`src/rtl/pc_fetch.sv`:
```
// pc_fetch -- instruction fetch sequencer.
//
// Walks a program counter through a synchronous instruction memory with a
// three-state handshake (FETCH -> WAIT -> VALID) and presents each fetched
// 16-bit word to the downstream code parser until the parser accepts it.
// Optional halt detection is compiled in with the macro PC_FETCH_HALT_EN:
// accepting the word 16'hFFFF then parks the fetcher in a HALT state.
//
// Parameters
//   PC_WIDTH  width of the program counter and the memory address
//   RESET_PC  program counter value loaded by reset
//
// Ports
//   clk_i                       clock, all state on the rising edge
//   rst_i                       synchronous active-high reset
//   mem_en_o                    instruction-memory read enable
//   mem_addr_o                  instruction-memory read address
//   mem_rdata_i                 read data, valid the cycle after mem_en_o
//   redirect_valid_i            one-cycle request to restart at redirect_pc_i
//   redirect_pc_i               restart address
//   code_o                      presented instruction word
//   fetch_pc_o                  address code_o was fetched from
//   pc_fetch_done_o             code_o / fetch_pc_o valid
//   code_paser_back_pressure_i  parser cannot accept this cycle
//   instr_count_o               instructions accepted since reset (wraps)
module pc_fetch #(
    parameter int unsigned         PC_WIDTH = 8,
    parameter logic [PC_WIDTH-1:0] RESET_PC = '0
) (
    input  logic                clk_i,
    input  logic                rst_i,
    output logic                mem_en_o,
    output logic [PC_WIDTH-1:0] mem_addr_o,
    input  logic [15:0]         mem_rdata_i,
    input  logic                redirect_valid_i,
    input  logic [PC_WIDTH-1:0] redirect_pc_i,
    output logic [15:0]         code_o,
    output logic [PC_WIDTH-1:0] fetch_pc_o,
    output logic                pc_fetch_done_o,
    input  logic                code_paser_back_pressure_i,
    output logic [15:0]         instr_count_o
);

`ifdef PC_FETCH_HALT_EN
    typedef enum logic [1:0] {StFetch, StWait, StValid, StHalt} state_e;
`else
    typedef enum logic [1:0] {StFetch, StWait, StValid} state_e;
`endif

    state_e              state_q, state_d;
    logic [PC_WIDTH-1:0] pc_q, pc_d;
    logic [15:0]         code_q, code_d;
    logic [PC_WIDTH-1:0] fetch_pc_q, fetch_pc_d;
    logic [15:0]         count_q, count_d;

    always_comb begin
        state_d    = state_q;
        pc_d       = pc_q;
        code_d     = code_q;
        fetch_pc_d = fetch_pc_q;
        count_d    = count_q;

        unique case (state_q)
            StFetch: state_d = StWait;
            StWait: begin
                // A redirect in this cycle drops the in-flight word.
                if (!redirect_valid_i) begin
                    code_d     = mem_rdata_i;
                    fetch_pc_d = pc_q;
                end
                state_d = StValid;
            end
            StValid: begin
                if (!code_paser_back_pressure_i) begin
                    pc_d    = pc_q + PC_WIDTH'(1);
                    count_d = count_q + 16'd1;
                    state_d = StFetch;
`ifdef PC_FETCH_HALT_EN
                    if (code_q == 16'hFFFF) state_d = StHalt;
`endif
                end
            end
`ifdef PC_FETCH_HALT_EN
            StHalt: state_d = StHalt;
`endif
            default: state_d = StFetch;
        endcase

        // Redirect overrides the next pc even when a transfer also happens;
        // the transfer itself still counts.
        if (redirect_valid_i) begin
            pc_d    = redirect_pc_i;
            state_d = StFetch;
        end
    end

    always_ff @(posedge clk_i) begin
        if (rst_i) begin
            state_q    <= StFetch;
            pc_q       <= RESET_PC;
            code_q     <= '0;
            fetch_pc_q <= '0;
            count_q    <= '0;
        end else begin
            state_q    <= state_d;
            pc_q       <= pc_d;
            code_q     <= code_d;
            fetch_pc_q <= fetch_pc_d;
            count_q    <= count_d;
        end
    end

    // Pure state decodes: mutually exclusive by construction.
    assign mem_en_o        = (state_q == StFetch);
    assign pc_fetch_done_o = (state_q == StValid);
    assign mem_addr_o      = pc_q;
    assign code_o          = code_q;
    assign fetch_pc_o      = fetch_pc_q;
    assign instr_count_o   = count_q;

endmodule

```
`config.mk`:
```
export PLATFORM = sky130hd
export DESIGN_NAME = pc_fetch
export DESIGN_NICKNAME = d
export VERILOG_FILES = /design/src/rtl/pc_fetch.sv
export SDC_FILE = /design/constraint.sdc
export NUM_CORES = 1
export LEC_CHECK = 0
export BUFFER_PORTS_ARGS = -buffer_cell sky130_fd_sc_hd__clkbuf_2
export CORE_AREA = 2 2 80 59
export CTS_BUF_LIST = sky130_fd_sc_hd__clkbuf_2
export CTS_CLUSTER_SIZE = 25
export DETAILED_ROUTE_END_ITERATION = 7
export DIE_AREA = 0 0 82 61
export GPL_TIMING_DRIVEN = 1
export PLACE_DENSITY = 0.78
export SLEW_MARGIN = 10
export SYNTH_ARGS = -nofsm -noshare
export SYNTH_HDL_FRONTEND = slang
export SYNTH_SLANG_ARGS = --single-unit
```
`constraint.sdc`:
```
create_clock -name clk_i -period 2.3 [get_ports clk_i]
set_clock_uncertainty 0.05 [all_clocks]
set_input_delay 0.46 -clock clk_i [delete_from_list [all_inputs] [get_ports clk_i]]
set_output_delay 0.46 -clock clk_i [all_outputs]
set_load 0.02 [all_outputs]
```
== Yosys cells after proc, flatten, opt, wreduce, memory -nomap -nowiden ==
Cells that the tools add are included.
Storage, ports and cells
  flip-flop bits (word level): 50
  latch bits: 0
  memory bits (writable): 0
  ROM bits: 0
  input bits: 28
  memories: 0
Operators by class
  add/sub/neg operators: 2
  multipliers: 0
  div/mod/pow operators: 0
  $lt $le $gt $ge: 0
  equal/unequal tests: 4
  shifts and indexed selects: 0
  muxes and demuxes: 5
  bitwise operators: 2
  reductions and logical operators: 6
Operators by type and width (number)
  $mux W8: 3
  $add A16 B1 Y16 const B: 1
  $add A8 B1 Y8 const B: 1
  $pmux W2 S3: 1
  $reduce_and A2 Y1: 3
  $ne A2 B2 Y1 const B: 2
  $eq A2 B1 Y1 const B: 1
  $eq A2 B2 Y1 const B: 1
  $logic_not A2 Y1: 1
  $mux W2: 1
  $not A1 Y1: 2
  $reduce_bool A2 Y1: 1
  $reduce_or A2 Y1: 1

== Logic depth before layout (Yosys ltp) ==
  word-level depth: 4
  mapped depth: 6
  gate-level depth less buffers: 5

== Least setup slack after synthesis ==
OpenSTA, ideal clock, no wires.
  path kind: register to register
  from: reg count_q[0], in the netlist instr_count_o[0]
  to: reg count_q[12], in the netlist instr_count_o[12]
  setup time: 0.070 ns
  arrival: 1.738 ns
  slack: 0.441 ns
  cell stages (with the launch flop): 6
  cells stage by stage: dfxtp_1 ha_1 inv_1 or4_4 or3_1 a21oi_1
On the way
  longest elaborated chain between the ends: 1
RTL lines
  start, declared: RTL line 54  | logic [15:0] count_q, count_d;
  start signal, assigned: RTL line 109  | count_q <= count_d;
  $add A16 B1 Y16: RTL line 76  | count_d = count_q + 16'd1;
No other way between the ends.
A chain may end at the register's enable or synchronous reset.

== Worst setup path in the final report ==
  from: reg count_q[0], in the netlist instr_count_o[0]
  to: reg count_q[10], in the netlist instr_count_o[10]
The elaborated chain is that of the path after synthesis.

==> metrics.txt <==
Fillers=404; Final nets=~350; fin crit share=0.8087; # setup viols final=0; Resized cells post-CTS=0; register area=0.001001 mm^2; Post-DP Area=roughly 0.0025 mm^2; Detailed Routing Iterations Pass 1=4; power per standard cell area=548.2 mW/mm^2; sequential area share after synthesis=0.4857; post-CTS setup buffers=0; routed wire length=4501 um; DP HPWL=roughly 3300 um; Sink Count=50; Die Height=61 um; Post-synth ARST share=0; critical-path cell list=ha_1 > inv_1 > or4_4 > or3_1 > a21oi_1; crit end category=flop; Mean Syn Cell Area=around 8.4 um^2; total CTS buffers=5; Startpoint Class=flop; power share of the clock group=0.242; Starting DRT DRC Count=54; RSZ-0062 raised after global routing=false; crit-path max FO=6; CTS Hold Bufs=0; CP peak stage delay=0.56 ns; CP Class=flop to flop; Post-Synthesis Net Count=276; ratio of cells with drive above 1 in the final layout=0.2910; Least-Margin Pin Slew=around 0.4 ns; Multi-input gate area=991.0 um^2; CP max-delay cell=or4_4; CP arrival=2.20 ns; clock buffer depth=2; warning count from the yosys run=0; synthesized area=0.002061 mm^2; vias in the first global route=1587; Hold Path Stages=3; final core occ=0.6051; Row Count=20; maxcap violations=0; Hold/Removal Path Class=input port to flop; Layout Cells excl Fill=378; maximum vdd drop=265.2 uV; NetSw=between 0.3 and 0.4 mW; Tmin final=1.860 ns; antenna viol nets, final=0; Syn Inst Count=between 200 and 250; Die Area=0.005002 mm^2; Antenna Cells=0; switching share of power=0.2715; Most used DFF post-synth=dfxtp_1; total power=1.395 mW; Netlist cell types=34; CORE AREA=0.004204 mm^2; largest net degree at the start of global routing=40; EDFF count, synth=0; Final Wtd Congestion=0.8240; Slew HR=0.7336; leakage=around 1.1 nW; drt wl/cell=~12 um; initial antenna violation count=0; Initial Util=0.4902; fin area=approximately 0.0025 mm^2; gr usage total=0.1899; Final Hold Vio Count=0; Top-Level Pins=78; area grow syn2layout=23.44%; Internal Power=1.016 mW; worst skew pair latency=0.43 ns; Max Fclk=537.6 MHz; global-route wire length before repair=7210 um; Synth Register Bits=50; setup TNS=0 ns; routed vias=1890; status=finished, final reports clean; clk root buf=clkbuf_2; Worst-path clk slew=0.26 ns; DIE WIDTH=82 um; Worst EP required=around 2.6 ns; CTS tree=done; R2R depth=5; PortBufs=77; Comb pwr share=0.104; Placed Instances=370; vias per std cell=5.000; htree depth=2; DR DRC count=0; GR Overflow Total=0; count of pins over their slew limit=0; Seq pwr share=0.653
[layout by cell type (no fill, tap or decap), drive strengths merged]
| cell | synthesis | layout |
|---|---|---|
| xnor2 | 5 | 5 |
| a21oi | 31 | 31 |
| nor2 | 20 | 20 |
| nand4 | 5 | 5 |
| a21boi | 1 | 1 |
| nand4bb | 1 | 1 |
| or3 | 3 | 3 |
| mux2i | 1 | 1 |
| nor4 | 2 | 2 |
| nor3b | 2 | 2 |
| mux2 | 4 | 4 |
| ha | 2 | 2 |
| nor4bb | 1 | 1 |
| dfxtp | 50 | 50 |
| o21ai | 4 | 4 |
| or4 | 2 | 2 |
| nor3 | 3 | 3 |
| clkinv | 0 | 2 |
| and3b | 1 | 1 |
| nand3 | 6 | 6 |
| clkinvlp | 0 | 1 |
| and3 | 4 | 4 |
| nor2b | 4 | 4 |
| and2b | 1 | 1 |
| xor2 | 10 | 10 |
| nand2 | 59 | 59 |
| clkbuf | 11 | 82 |
| and2 | 1 | 1 |
| a211oi | 5 | 5 |
| buf | 2 | 5 |
| inv | 5 | 5 |
[state kept, by name, summed over array words and instances, names as in the netlist]
| signal | flops |
|---|---|
| code_o | 16 |
| fetch_pc_o | 8 |
| instr_count_o | 16 |
| mem_addr_o | 8 |
| state_q | 2 |
[metal layers]
| layer | share of wire | vias up | track usage |
|---|---|---|---|
| met4 | 0.0089 | 0 | 0.08571 |
| met2 | 0.45 | 49 | 0.2950 |
| met1 | 0.49 | 859 | 0.2572 |
| met3 | 0.054 | 5 | 0.04018 |
| met5 | 0 | - | 0 |
| li1 | - | 977 | - |
[worst max-delay path, delay by kind of cell (launching register included)]
kind,cells,cell delay (ns)
simple gates,2,0.88
flops,1,0.44
fa+ha+maj,1,0.24
compound gates,1,0.15
buf+inv,1,0.08
[synthesized netlist by cell type (5+ instances only)]
cell / number / share of area
a211oi_1: 5 / 0.018
a21oi_1: 31 / 0.075
clkbuf_1: 11 / 0.020
dfxtp_1: 50 / 0.49
inv_1: 5 / 0.0091
nand2_1: 59 / 0.11
nand3_1: 6 / 0.015
nand4_1: 5 / 0.015
nor2_1: 20 / 0.036
xnor2_1: 5 / 0.021
xor2_1: 10 / 0.042
[metrics by stage]
| step | setup WS (ns) | hold slack (ns) |
|---|---|---|
| 2_1_floorplan | 0.4414 | 0.4640 |
| 3_3_place_gp | 0.3408 | 0.3908 |
| 3_5_place_dp | 0.3033 | 0.3977 |
| 4_1_cts | 0.4324 | 0.1250 |
| 5_1_grt | 0.2985 | 0.08747 |
| 6_report | 0.4400 | 0.1500 |
[power groups by stage]
stage / combinational [mW] / sequential (mW) / clock (mW)
floorplan: 0.0622 / 0.949 / 0
global placement: 0.144 / 0.927 / 0
detailed placement: 0.147 / 0.928 / 0
CTS: 0.147 / 0.911 / 0.355
global route: 0.161 / 0.917 / 0.394
finish: 0.145 / 0.911 / 0.338
[worst paths after layout]
path / startpoint / end / slack [ns]
setup / recovery: instr_count_o[0] / instr_count_o[10] / 0.44
hold / removal: mem_rdata_i[14] / code_o[14] / 0.15
setup reg to reg: instr_count_o[0] / instr_count_o[10] / 0.44
hold reg to reg: code_o[6] / code_o[6] / 0.42
[cells by family (layout without fill, tap and decap cells)]
kind of cell | after synthesis | after routing | share of synthesized area
compound gates | 41 | 41 | 0.1069
buf+inv | 18 | 95 | 0.03339
mux | 5 | 5 | 0.02671
flops | 50 | 50 | 0.4857
simple gates | 115 | 115 | 0.2714
fa+ha+maj | 2 | 2 | 0.01214
xor+xnor | 15 | 15 | 0.06375
[layout make-up]
type,count,share of cell area
clock inverters,3,0.006394
inverters,5,0.007378
well taps,55,0.02705
flip-flops and latches,50,0.3935
clock buffers,5,0.009838
repair buffers,82,0.1663
multi-input cells,178,0.3896
No activity file was read; power rests on OpenSTA's default activity.
